==> src/rtl/ram_read_seq.sv <==
// Read-side sequencer: walks 3x3 valid-convolution windows over the stored image,
// fetches image/weight word pairs and streams them out through a 2-entry FIFO.
module ram_read_seq #(
    parameter int DATA_W  = 128,
    parameter int IMG_AW  = 10,
    parameter int WGT_AW  = 5,
    parameter int RAM_LAT = 1
) (
    input  logic              clk,
    input  logic              rst,
    input  logic              convStart,
    input  logic [5:0]        W,
    input  logic [5:0]        H,
    input  logic [4:0]        C,
    output logic              ramImage_en,
    output logic [IMG_AW-1:0] ramImage_addrR,
    input  logic [DATA_W-1:0] ramImage_dout,
    output logic              ramWeight_en,
    output logic [WGT_AW-1:0] ramWeight_addrR,
    input  logic [DATA_W-1:0] ramWeight_dout,
    output logic [DATA_W-1:0] pix_data,
    output logic [DATA_W-1:0] wgt_data,
    output logic              win_valid,
    input  logic              win_ready,
    output logic              win_first,
    output logic              win_last,
    output logic              busy,
    output logic              done
);

    localparam int LANES = DATA_W / 8;

    typedef enum logic [1:0] {
        S_IDLE,
        S_RUN,
        S_DRAIN,
        S_DONE
    } state_t;

    state_t state_q, state_d;

    logic [5:0]        w_q, w_d;
    logic [5:0]        h_q, h_d;
    logic [4:0]        c_q, c_d;
    logic [4:0]        ox_q, ox_d;
    logic [4:0]        oy_q, oy_d;
    logic [1:0]        kx_q, kx_d;
    logic [1:0]        ky_q, ky_d;
    logic [IMG_AW-1:0] rowb_q, rowb_d;
    logic [IMG_AW-1:0] oyb_q, oyb_d;

    logic [RAM_LAT-1:0] pv_q;
    logic [RAM_LAT-1:0] pf_q;
    logic [RAM_LAT-1:0] pl_q;
    logic [1:0]         inflight_q, inflight_d;

    logic [DATA_W-1:0] fp_q [2];
    logic [DATA_W-1:0] fw_q [2];
    logic [1:0]        ff_q;
    logic [1:0]        fl_q;
    logic              rd_q;
    logic              wr_q;
    logic [1:0]        cnt_q, cnt_d;

    logic              dims_ok;
    logic              pop;
    logic              push;
    logic              issue;
    logic [2:0]        occ;
    logic              tap_first;
    logic              tap_last;
    logic              last_col;
    logic              last_row;
    logic              final_issue;
    logic              drain_end;
    logic [IMG_AW-1:0] img_addr;
    logic [3:0]        wgt_tap;
    logic [4:0]        eff_c;
    logic [DATA_W-1:0] lane_mask;

    assign dims_ok   = (w_q >= 6'd3) && (h_q >= 6'd3);
    assign win_valid = (cnt_q != 2'd0);
    assign pop       = win_valid && win_ready;
    assign push      = pv_q[RAM_LAT-1];
    assign occ       = 3'(cnt_q) + 3'(inflight_q);

    // A slot freed by this cycle's pop can be reused at once, giving 1 beat/cycle.
    assign issue = (state_q == S_RUN) && dims_ok &&
                   ((occ < 3'd2) || ((occ == 3'd2) && pop));

    assign tap_first   = (kx_q == 2'd0) && (ky_q == 2'd0);
    assign tap_last    = (kx_q == 2'd2) && (ky_q == 2'd2);
    assign last_col    = ({1'b0, ox_q} == (w_q - 6'd3));
    assign last_row    = ({1'b0, oy_q} == (h_q - 6'd3));
    assign final_issue = issue && tap_last && last_col && last_row;
    assign drain_end   = (inflight_q == 2'd0) && (cnt_q == 2'd1) && pop;

    assign img_addr = rowb_q + IMG_AW'(ox_q) + IMG_AW'(kx_q);
    assign wgt_tap  = 4'({ky_q, 1'b0}) + 4'(ky_q) + 4'(kx_q);

    assign ramImage_en     = issue;
    assign ramWeight_en    = issue;
    assign ramImage_addrR  = issue ? img_addr : '0;
    assign ramWeight_addrR = issue ? WGT_AW'(wgt_tap) : '0;

    assign inflight_d = inflight_q + 2'(issue) - 2'(push);
    assign cnt_d      = cnt_q + 2'(push) - 2'(pop);

    always_comb begin
        state_d = state_q;
        w_d     = w_q;
        h_d     = h_q;
        c_d     = c_q;
        ox_d    = ox_q;
        oy_d    = oy_q;
        kx_d    = kx_q;
        ky_d    = ky_q;
        rowb_d  = rowb_q;
        oyb_d   = oyb_q;
        unique case (state_q)
            S_IDLE: begin
                if (convStart) begin
                    state_d = S_RUN;
                    w_d     = (W > 6'd32) ? 6'd32 : W;
                    h_d     = (H > 6'd32) ? 6'd32 : H;
                    c_d     = C;
                    ox_d    = '0;
                    oy_d    = '0;
                    kx_d    = '0;
                    ky_d    = '0;
                    rowb_d  = '0;
                    oyb_d   = '0;
                end
            end
            S_RUN: begin
                if (!dims_ok) begin
                    state_d = S_DONE;
                end else if (final_issue) begin
                    state_d = S_DRAIN;
                end
            end
            S_DRAIN: begin
                if (drain_end) begin
                    state_d = S_DONE;
                end
            end
            S_DONE: begin
                state_d = S_IDLE;
            end
            default: begin
                state_d = S_IDLE;
            end
        endcase

        // Row base tracks (oy+ky)*W as a running sum; oyb holds oy*W.
        if (issue && !final_issue) begin
            if (kx_q != 2'd2) begin
                kx_d = kx_q + 2'd1;
            end else begin
                kx_d = '0;
                if (ky_q != 2'd2) begin
                    ky_d   = ky_q + 2'd1;
                    rowb_d = rowb_q + IMG_AW'(w_q);
                end else begin
                    ky_d = '0;
                    if (!last_col) begin
                        ox_d   = ox_q + 5'd1;
                        rowb_d = oyb_q;
                    end else begin
                        ox_d   = '0;
                        oy_d   = oy_q + 5'd1;
                        oyb_d  = oyb_q + IMG_AW'(w_q);
                        rowb_d = oyb_q + IMG_AW'(w_q);
                    end
                end
            end
        end
    end

    always_ff @(posedge clk) begin
        if (rst) begin
            state_q    <= S_IDLE;
            w_q        <= '0;
            h_q        <= '0;
            c_q        <= '0;
            ox_q       <= '0;
            oy_q       <= '0;
            kx_q       <= '0;
            ky_q       <= '0;
            rowb_q     <= '0;
            oyb_q      <= '0;
            pv_q       <= '0;
            pf_q       <= '0;
            pl_q       <= '0;
            inflight_q <= '0;
        end else begin
            state_q    <= state_d;
            w_q        <= w_d;
            h_q        <= h_d;
            c_q        <= c_d;
            ox_q       <= ox_d;
            oy_q       <= oy_d;
            kx_q       <= kx_d;
            ky_q       <= ky_d;
            rowb_q     <= rowb_d;
            oyb_q      <= oyb_d;
            inflight_q <= inflight_d;
            for (int i = RAM_LAT - 1; i > 0; i--) begin
                pv_q[i] <= pv_q[i-1];
                pf_q[i] <= pf_q[i-1];
                pl_q[i] <= pl_q[i-1];
            end
            pv_q[0] <= issue;
            pf_q[0] <= issue && tap_first;
            pl_q[0] <= issue && tap_last;
        end
    end

    always_ff @(posedge clk) begin
        if (rst) begin
            fp_q[0] <= '0;
            fp_q[1] <= '0;
            fw_q[0] <= '0;
            fw_q[1] <= '0;
            ff_q    <= '0;
            fl_q    <= '0;
            rd_q    <= 1'b0;
            wr_q    <= 1'b0;
            cnt_q   <= '0;
        end else begin
            if (push) begin
                fp_q[wr_q] <= ramImage_dout;
                fw_q[wr_q] <= ramWeight_dout;
                ff_q[wr_q] <= pf_q[RAM_LAT-1];
                fl_q[wr_q] <= pl_q[RAM_LAT-1];
            end
            wr_q  <= wr_q ^ push;
            rd_q  <= rd_q ^ pop;
            cnt_q <= cnt_d;
        end
    end

    assign eff_c = ((c_q == 5'd0) || (c_q > 5'd16)) ? 5'd16 : c_q;

    always_comb begin
        lane_mask = '0;
        for (int l = 0; l < LANES; l++) begin
            if (l < int'(eff_c)) begin
                lane_mask[l*8 +: 8] = 8'hFF;
            end
        end
    end

    assign pix_data  = win_valid ? (fp_q[rd_q] & lane_mask) : '0;
    assign wgt_data  = win_valid ? (fw_q[rd_q] & lane_mask) : '0;
    assign win_first = win_valid && ff_q[rd_q];
    assign win_last  = win_valid && fl_q[rd_q];
    assign busy      = (state_q != S_IDLE);
    assign done      = (state_q == S_DONE);

endmodule

==> config.mk <==
export PLATFORM = sky130hd
export DESIGN_NAME = ram_read_seq
export DESIGN_NICKNAME = d
export VERILOG_FILES = /design/src/rtl/ram_read_seq.sv
export SDC_FILE = /design/constraint.sdc
export NUM_CORES = 1
export LEC_CHECK = 0
export CAP_MARGIN = 10
export CORE_MARGIN = 2
export CORE_UTILIZATION = 30
export CTS_BUF_LIST = sky130_fd_sc_hd__clkbuf_4
export CTS_CLUSTER_SIZE = 30
export DETAILED_ROUTE_END_ITERATION = 10
export PLACE_DENSITY_LB_ADDON = 0.05
export SLEW_MARGIN = 15
export SYNTH_ARGS = -nofsm -noshare
export SYNTH_HDL_FRONTEND = slang
export SYNTH_SLANG_ARGS = --single-unit
==> constraint.sdc <==
create_clock -name clk -period 24.2 [get_ports clk]
set_input_delay 7.26 -clock clk [delete_from_list [all_inputs] [get_ports clk]]
set_output_delay 7.26 -clock clk [all_outputs]
set_load 0.05 [all_outputs]
-- Yosys cells after proc, flatten, opt, wreduce, memory -nomap -nowiden
Memory sizes are Yosys's and may differ from the RTL's. A register that Yosys moved wholly into a read port is not among the register bits.
Index checks and enable logic that the tools add are counted.
Widths: inputs -> output; s select.
- register bits: 66
- word-level logic and storage cells: 197
- bits of input ports: 277
- output and inout port bits: 278
- RAM bits: 512
- memories kept: 2
- memories (memory ; words ; bits a word ; rd ports ; clocked after memory_dff ; write ports ; RTL line ; text):
    fp_q ; 2 ; 128 ; 1 ; 1 ; 2 ; 57 ; logic [DATA_W-1:0] fp_q [2];
    fw_q ; 2 ; 128 ; 1 ; 1 ; 2 ; 58 ; logic [DATA_W-1:0] fw_q [2];
- reductions and logical operators: 34
- $add $sub $neg: 17
- bitwise gates (word level): 4
- eq/ne operators: 14
- mux-type cells: 82
- order comparisons: 25
- operator list (kind ; number):
    $mux 128 ; 4
    $and 128x128->128 ; 2
    $reduce_or 128->1 ; 2
    $mux 10 ; 13
    $mux 8 ; 16
    $mux 5 ; 13
    $lt 4x5->1 const A ; 8
    $mux 2 ; 13
    $add 10x6->10 ; 2
    $lt 3x5->1 const A ; 4
    $logic_and 1x1->1 ; 17
    $mux 1 ; 16
    $eq 5x6->1 ; 2
    $ge 6x2->1 const B ; 2
    $gt 6x6->1 const B ; 2
    $mux 6 ; 2
    $sub 6x2->6 const B ; 2
    $add 10x2->10 ; 1
    $add 10x5->10 ; 1
    $add 5x1->5 const B ; 2
    $lt 1x5->1 const A ; 2
    $lt 2x5->1 const A ; 2
    $eq 2x2->1 const B ; 4
    $logic_not 2->1 ; 4
    25 further kinds ; 40

-- Longest topological paths before layout
- depth after elaboration: 12
- gate-level depth with buffers: 11
- mapped depth without buffers: 11

-- Least setup slack after synthesis
OpenSTA, ideal clock, no wires.
- path type: register to register
- start: reg pv_q, in the netlist push
- end: mem fp_q[1][0] (enable)
- data required time: 22973 ps
- setup slack: 4695 ps
- arrival: 18279 ps
- period minus slack after synthesis: 19505 ps
- buffers on the path: 0
- cell stages (with the launch flop): 3
- setup time: 1227 ps
- cell sequence: dfxtp_1 -> inv_1 -> o21ai_0
- RTL lines (element ; RTL line ; text):
    start, declared ; 52 ; logic [RAM_LAT-1:0] pv_q;
    start signal, assigned by index ; 209 ; pv_q[i] <= pv_q[i-1];
    end, declared ; 57 ;

-- Worst setup path after layout
- start: in win_ready
- end: out ramImage_addrR[0]
- word-level cells in the longest chain between the ends: 5
- RTL lines (element ; RTL line ; text):
    start, declared ; 24 ; input logic win_ready,
    $logic_and 1x1->1 ; 83 ; assign pop = win_valid && win_ready;
    $logic_and 1x1->1 ; 89 ; ((occ < 3'd2) || ((occ == 3'd2) && pop));
    $logic_or 1x1->1 ; 89 ;
    $logic_and 1x1->1 ; 88 ; assign issue = (state_q == S_RUN) && dims_ok &&
    $mux 10 ; 103 ; assign ramImage_addrR = issue ? img_addr : '0;
    end, declared ; 16 ; output logic [IMG_AW-1:0] ramImage_addrR,
No other way between the ends.

==> results.txt <==
----------------------------------------------------
[Drt]
  Routed via count ... 19,200
  Wirelength, routed ... 84,300 µm
  Count of TritonRoute iterations in the first routing pass ... 6
  Remaining routing DRC violations ... 0
  Post-detailed-route via-to-cell ratio ... 4.64
  Final antenna-violating net count ... 0
  Routed wirelength normalized by instance count ... 20.3 µm
  Initial DRC count ... 970

[Worst setup path]
  Crit path cell chain ... clkdlybuf4s50_1, o21ai_0, o21ai_0, nand3b_1, inv_1, and2_1, clkdlybuf4s50_1
  Required time of the worst setup path ... 16.94 ns
  Crit. Startpoint ... win_ready
  Launching point of the worst reg2reg path ... push
  Type of origin of the critical path ... input pin
  Slowest library cell on the worst path ... sky130_fd_sc_hd__clkdlybuf4s50_1
  Largest incremental delay on the critical path ... 0.80 ns
  Worst Setup End Kind ... output pin
  Maximum net fanout on the critical path ... 15
  Data arrival time at the worst-slack endpoint ... 10.18 ns
  Critical path start-end classification ... in -> out

[Power]
  Share of total power in the clock network ... 34.3%
  Overall power ... 2.75 mW
  Sequential power share ... 42.5%
  Pwr dens ... 76.1 nW/µm²
  Gate power share ... 23.2%
  Switching power share of the total ... 31.2%
  Leakage Power ... 12.9 nW
  Internal power component ... 1.89 mW
  Switching component of the power ... 857 µW
  Highest ir drop seen on vdd ... 46.6 µV

[Die]
  Die Span X ... 305 µm
  Ports ... 555
  Area inside the core boundary ... 90,000 µm²
  Starting density of the core ... 30.3%
  Die height ... 305 µm
  Die ar. ... 93,300 µm²
  Cell row count ... 110

[CTS]
  Post-CTS setup buffer count ... 0
  Clock edge transition at the registers on the reported setup and hold paths ... 0.05 ns
  CTS buffer count ... 167
  Gates resized, CTS repair ... 0
  Hold buffer count at CTS ... 0
  Count of H-tree levels built during CTS ... 4
  Skew-Pair Late Insertion Delay ... 1.03 ns
  Maximum count of clock buffers along a single path ... 3
  CTS Sinks ... 578
  CTS tree ... built
  Cell at the root of the clock tree ... sky130_fd_sc_hd__clkbuf_4

[Synthesis]
  Post-synthesis average cell area ... 12.2 µm²
  Flip-flop cell with the highest count after synthesis ... sky130_fd_sc_hd__edfxtp_1
  Top cell types by occurrence after synthesis ... sky130_fd_sc_hd__and2_1 (519), sky130_fd_sc_hd__edfxtp_1 (512), sky130_fd_sc_hd__nor2_1 (306)
  Synth unique cells ... 69
  Synth area leader ... sky130_fd_sc_hd__edfxtp_1
  Mapped Nets ... 2,556
  Most instantiated library cell after synthesis ... sky130_fd_sc_hd__and2_1
  Area share of the largest cell type after synthesis ... 56.4%
  Fraction of the yosys area taken by sequential cells ... 61.3%
  Ys async rst share ... 0%
  Synth warn ... 0
  Cell area after synthesis ... 27,300 µm²
  Post-synthesis sequential element count ... 578
  Post-synthesis cell count ... 2,233
  Leading cell types by total area after synthesis ... sky130_fd_sc_hd__edfxtp_1 (56%), sky130_fd_sc_hd__and2_1 (12%), sky130_fd_sc_hd__mux2i_1 (9.8%)
  Post-synth EDFFs ... 512

[Global routing]
  Number of global-route vias before repair ... 20,000
  Total grt overflow ... 0
  Overall track demand over capacity in global routing ... 18.0%
  Maximum number of pins on one net before global-route repair ... 131
  Global-route wire length before repair ... 126,000 µm
  Number of antenna violations at the first check in global routing ... 25

[Cells and area]
  Number of nets in the layout ... 3,166
  Layout cells sized above 1 ... 10.7%
  Layout area overhead ... 32.5%
  Filler instances ... 8,748

[Timing]
  Worst-margin pin slew ... 1.12 ns
  TNS Setup ... 0 ns
  Peak clock frequency supported by timing ... 57.4 MHz
  Final Skew ... 0.0437 ns
  Final number of hold-violating endpoints ... 0
  Worst slew margin ... 25.6%
  Final period utilization ... 72.1%
  Max-slew violations ... 0
  Time the final worst path needs with I/O delays and setup ... 17.44 ns
  Setup repair after global routing missed its margin ... false
  Total of endpoints with negative setup slack in the final report ... 0

[Placed design]
  Count of buffers inserted at the top-level ports ... 553
  Placer congestion estimate ... 0.753
  Final HPWL DP ... 53,900 µm

[Hold path]
  Hold Path Class ... reg -> reg
  Hold path startpoint ... c_q[4]

[Outcome]
  Outcome ... complete, no violations

[Job]
  Max Cap Viol ... 0

----------------------------------------------------
## kinds of logic (layout without fill, tap and decap cells)
kind of cell	after synthesis	after routing	synth area share [%]
buffers and inverters	155	883	2.30
adder cells (fa/ha/maj)	46	46	2.33
other	1	9	0.0138
multiplexers	268	268	9.85
XOR/XNOR	32	32	1.06
AND/OR/NAND/NOR	1007	1007	19.7
flip-flops	578	578	61.3
AO/OA/AOI/OAI	146	146	3.53
## worst paths after layout
check / to / slack [ns] / cells after the start
worst max-delay path: ramImage_addrR[0] / 6.76 / 7
worst min-delay path: c_q[4] / 0.46 / 2
worst max register to register: fw_q[0][70] / 20.87 / 5
worst min register to register: c_q[4] / 0.46 / 2
## registers in the layout (all words and copies together), names as in the netlist, 6 cells and up
name	count
rowb_q	10
fw_q	256
oyb_q	10
h_q	6
fp_q	256
w_q	6
## power by group through the flow
stage               registers [mW]  logic (mW)  clock network, mW
floorplan                     1.20       0.445                  0
global placement              1.19       0.649                  0
detailed placement            1.19       0.651                  0
CTS                           1.17       0.654              0.987
global route                  1.17       0.687               1.04
finish                        1.17       0.637              0.944
## per-stage QoR
| step | area, µm² | std cells | hold WS (ns) | setup slack [ns] | util [%] |
|---|---|---|---|---|---|
| after global routing | 36100 | 4143 | 0.487 | 6.49 | 40.1 |
| after floorplan | 27300 | 2233 | 0.436 | 4.69 | - |
| after detailed placement | 34000 | 3850 | 0.459 | 6.69 | 37.7 |
| after CTS | 36100 | 4137 | 0.468 | 6.68 | 40.1 |
| after global placement | 34000 | 3850 | 0.458 | 6.77 | 37.7 |
| final | 36100 | 4145 | 0.461 | 6.76 | 40.1 |
## worst max-delay path, delay by kind of cell
kind | cells | cell delay [ns]
simple gates | 2 | 0.64
compound gates | 2 | 0.53
buf+inv | 3 | 1.75
## metal layers
layer	wire [µm]	share of wire [%]	up-vias	global-route usage [%]
met5	221	0.26	-	0
met4	1970	2.3	32	6.28
met3	6880	8.2	174	7.06
met2	40400	48	595	29.5
met1	34800	41	9275	21.4
li1	-	-	9142	-
## layout make-up
class                   count  area, µm²  area share [%]
well taps                1176       1470            4.07
diodes                      8       20.0          0.0554
flip-flops and latches    578      16700            46.2
inverters                  23       86.3           0.239
clock buffers             244       1830            5.07
multi-input cells        1500       9990            27.7
clock inverters            43        312           0.863
repair buffers            573       5710            15.8
## placed cells by master (no fill, tap or decap), types with 5 or more instances in the layout
master / instances
sky130_fd_sc_hd__nor2_1: 306
sky130_fd_sc_hd__and3_1: 8
sky130_fd_sc_hd__xor2_1: 16
sky130_fd_sc_hd__nand2_1: 70
sky130_fd_sc_hd__nand2b_1: 5
sky130_fd_sc_hd__nor3_1: 15
sky130_fd_sc_hd__and2_1: 519
sky130_fd_sc_hd__clkdlybuf4s50_1: 552
sky130_fd_sc_hd__bufinv_16: 5
sky130_fd_sc_hd__edfxtp_1: 512
sky130_fd_sc_hd__dfxtp_1: 65
sky130_fd_sc_hd__nand3b_1: 15
sky130_fd_sc_hd__nand3_1: 27
sky130_fd_sc_hd__mux2i_1: 266
sky130_fd_sc_hd__fa_1: 8
sky130_fd_sc_hd__ha_1: 38
sky130_fd_sc_hd__clkbuf_4: 244
sky130_fd_sc_hd__clkinv_1: 27
sky130_fd_sc_hd__a31oi_1: 5
sky130_fd_sc_hd__o31ai_1: 5
sky130_fd_sc_hd__buf_4: 18
sky130_fd_sc_hd__inv_1: 23
sky130_fd_sc_hd__a21oi_1: 44
sky130_fd_sc_hd__diode_2: 8
sky130_fd_sc_hd__o21ai_0: 30
sky130_fd_sc_hd__a21o_1: 9
sky130_fd_sc_hd__nor2b_1: 9
sky130_fd_sc_hd__a211oi_1: 8
sky130_fd_sc_hd__xnor2_1: 15
Note: power is estimated with default switching activity, not from simulation.
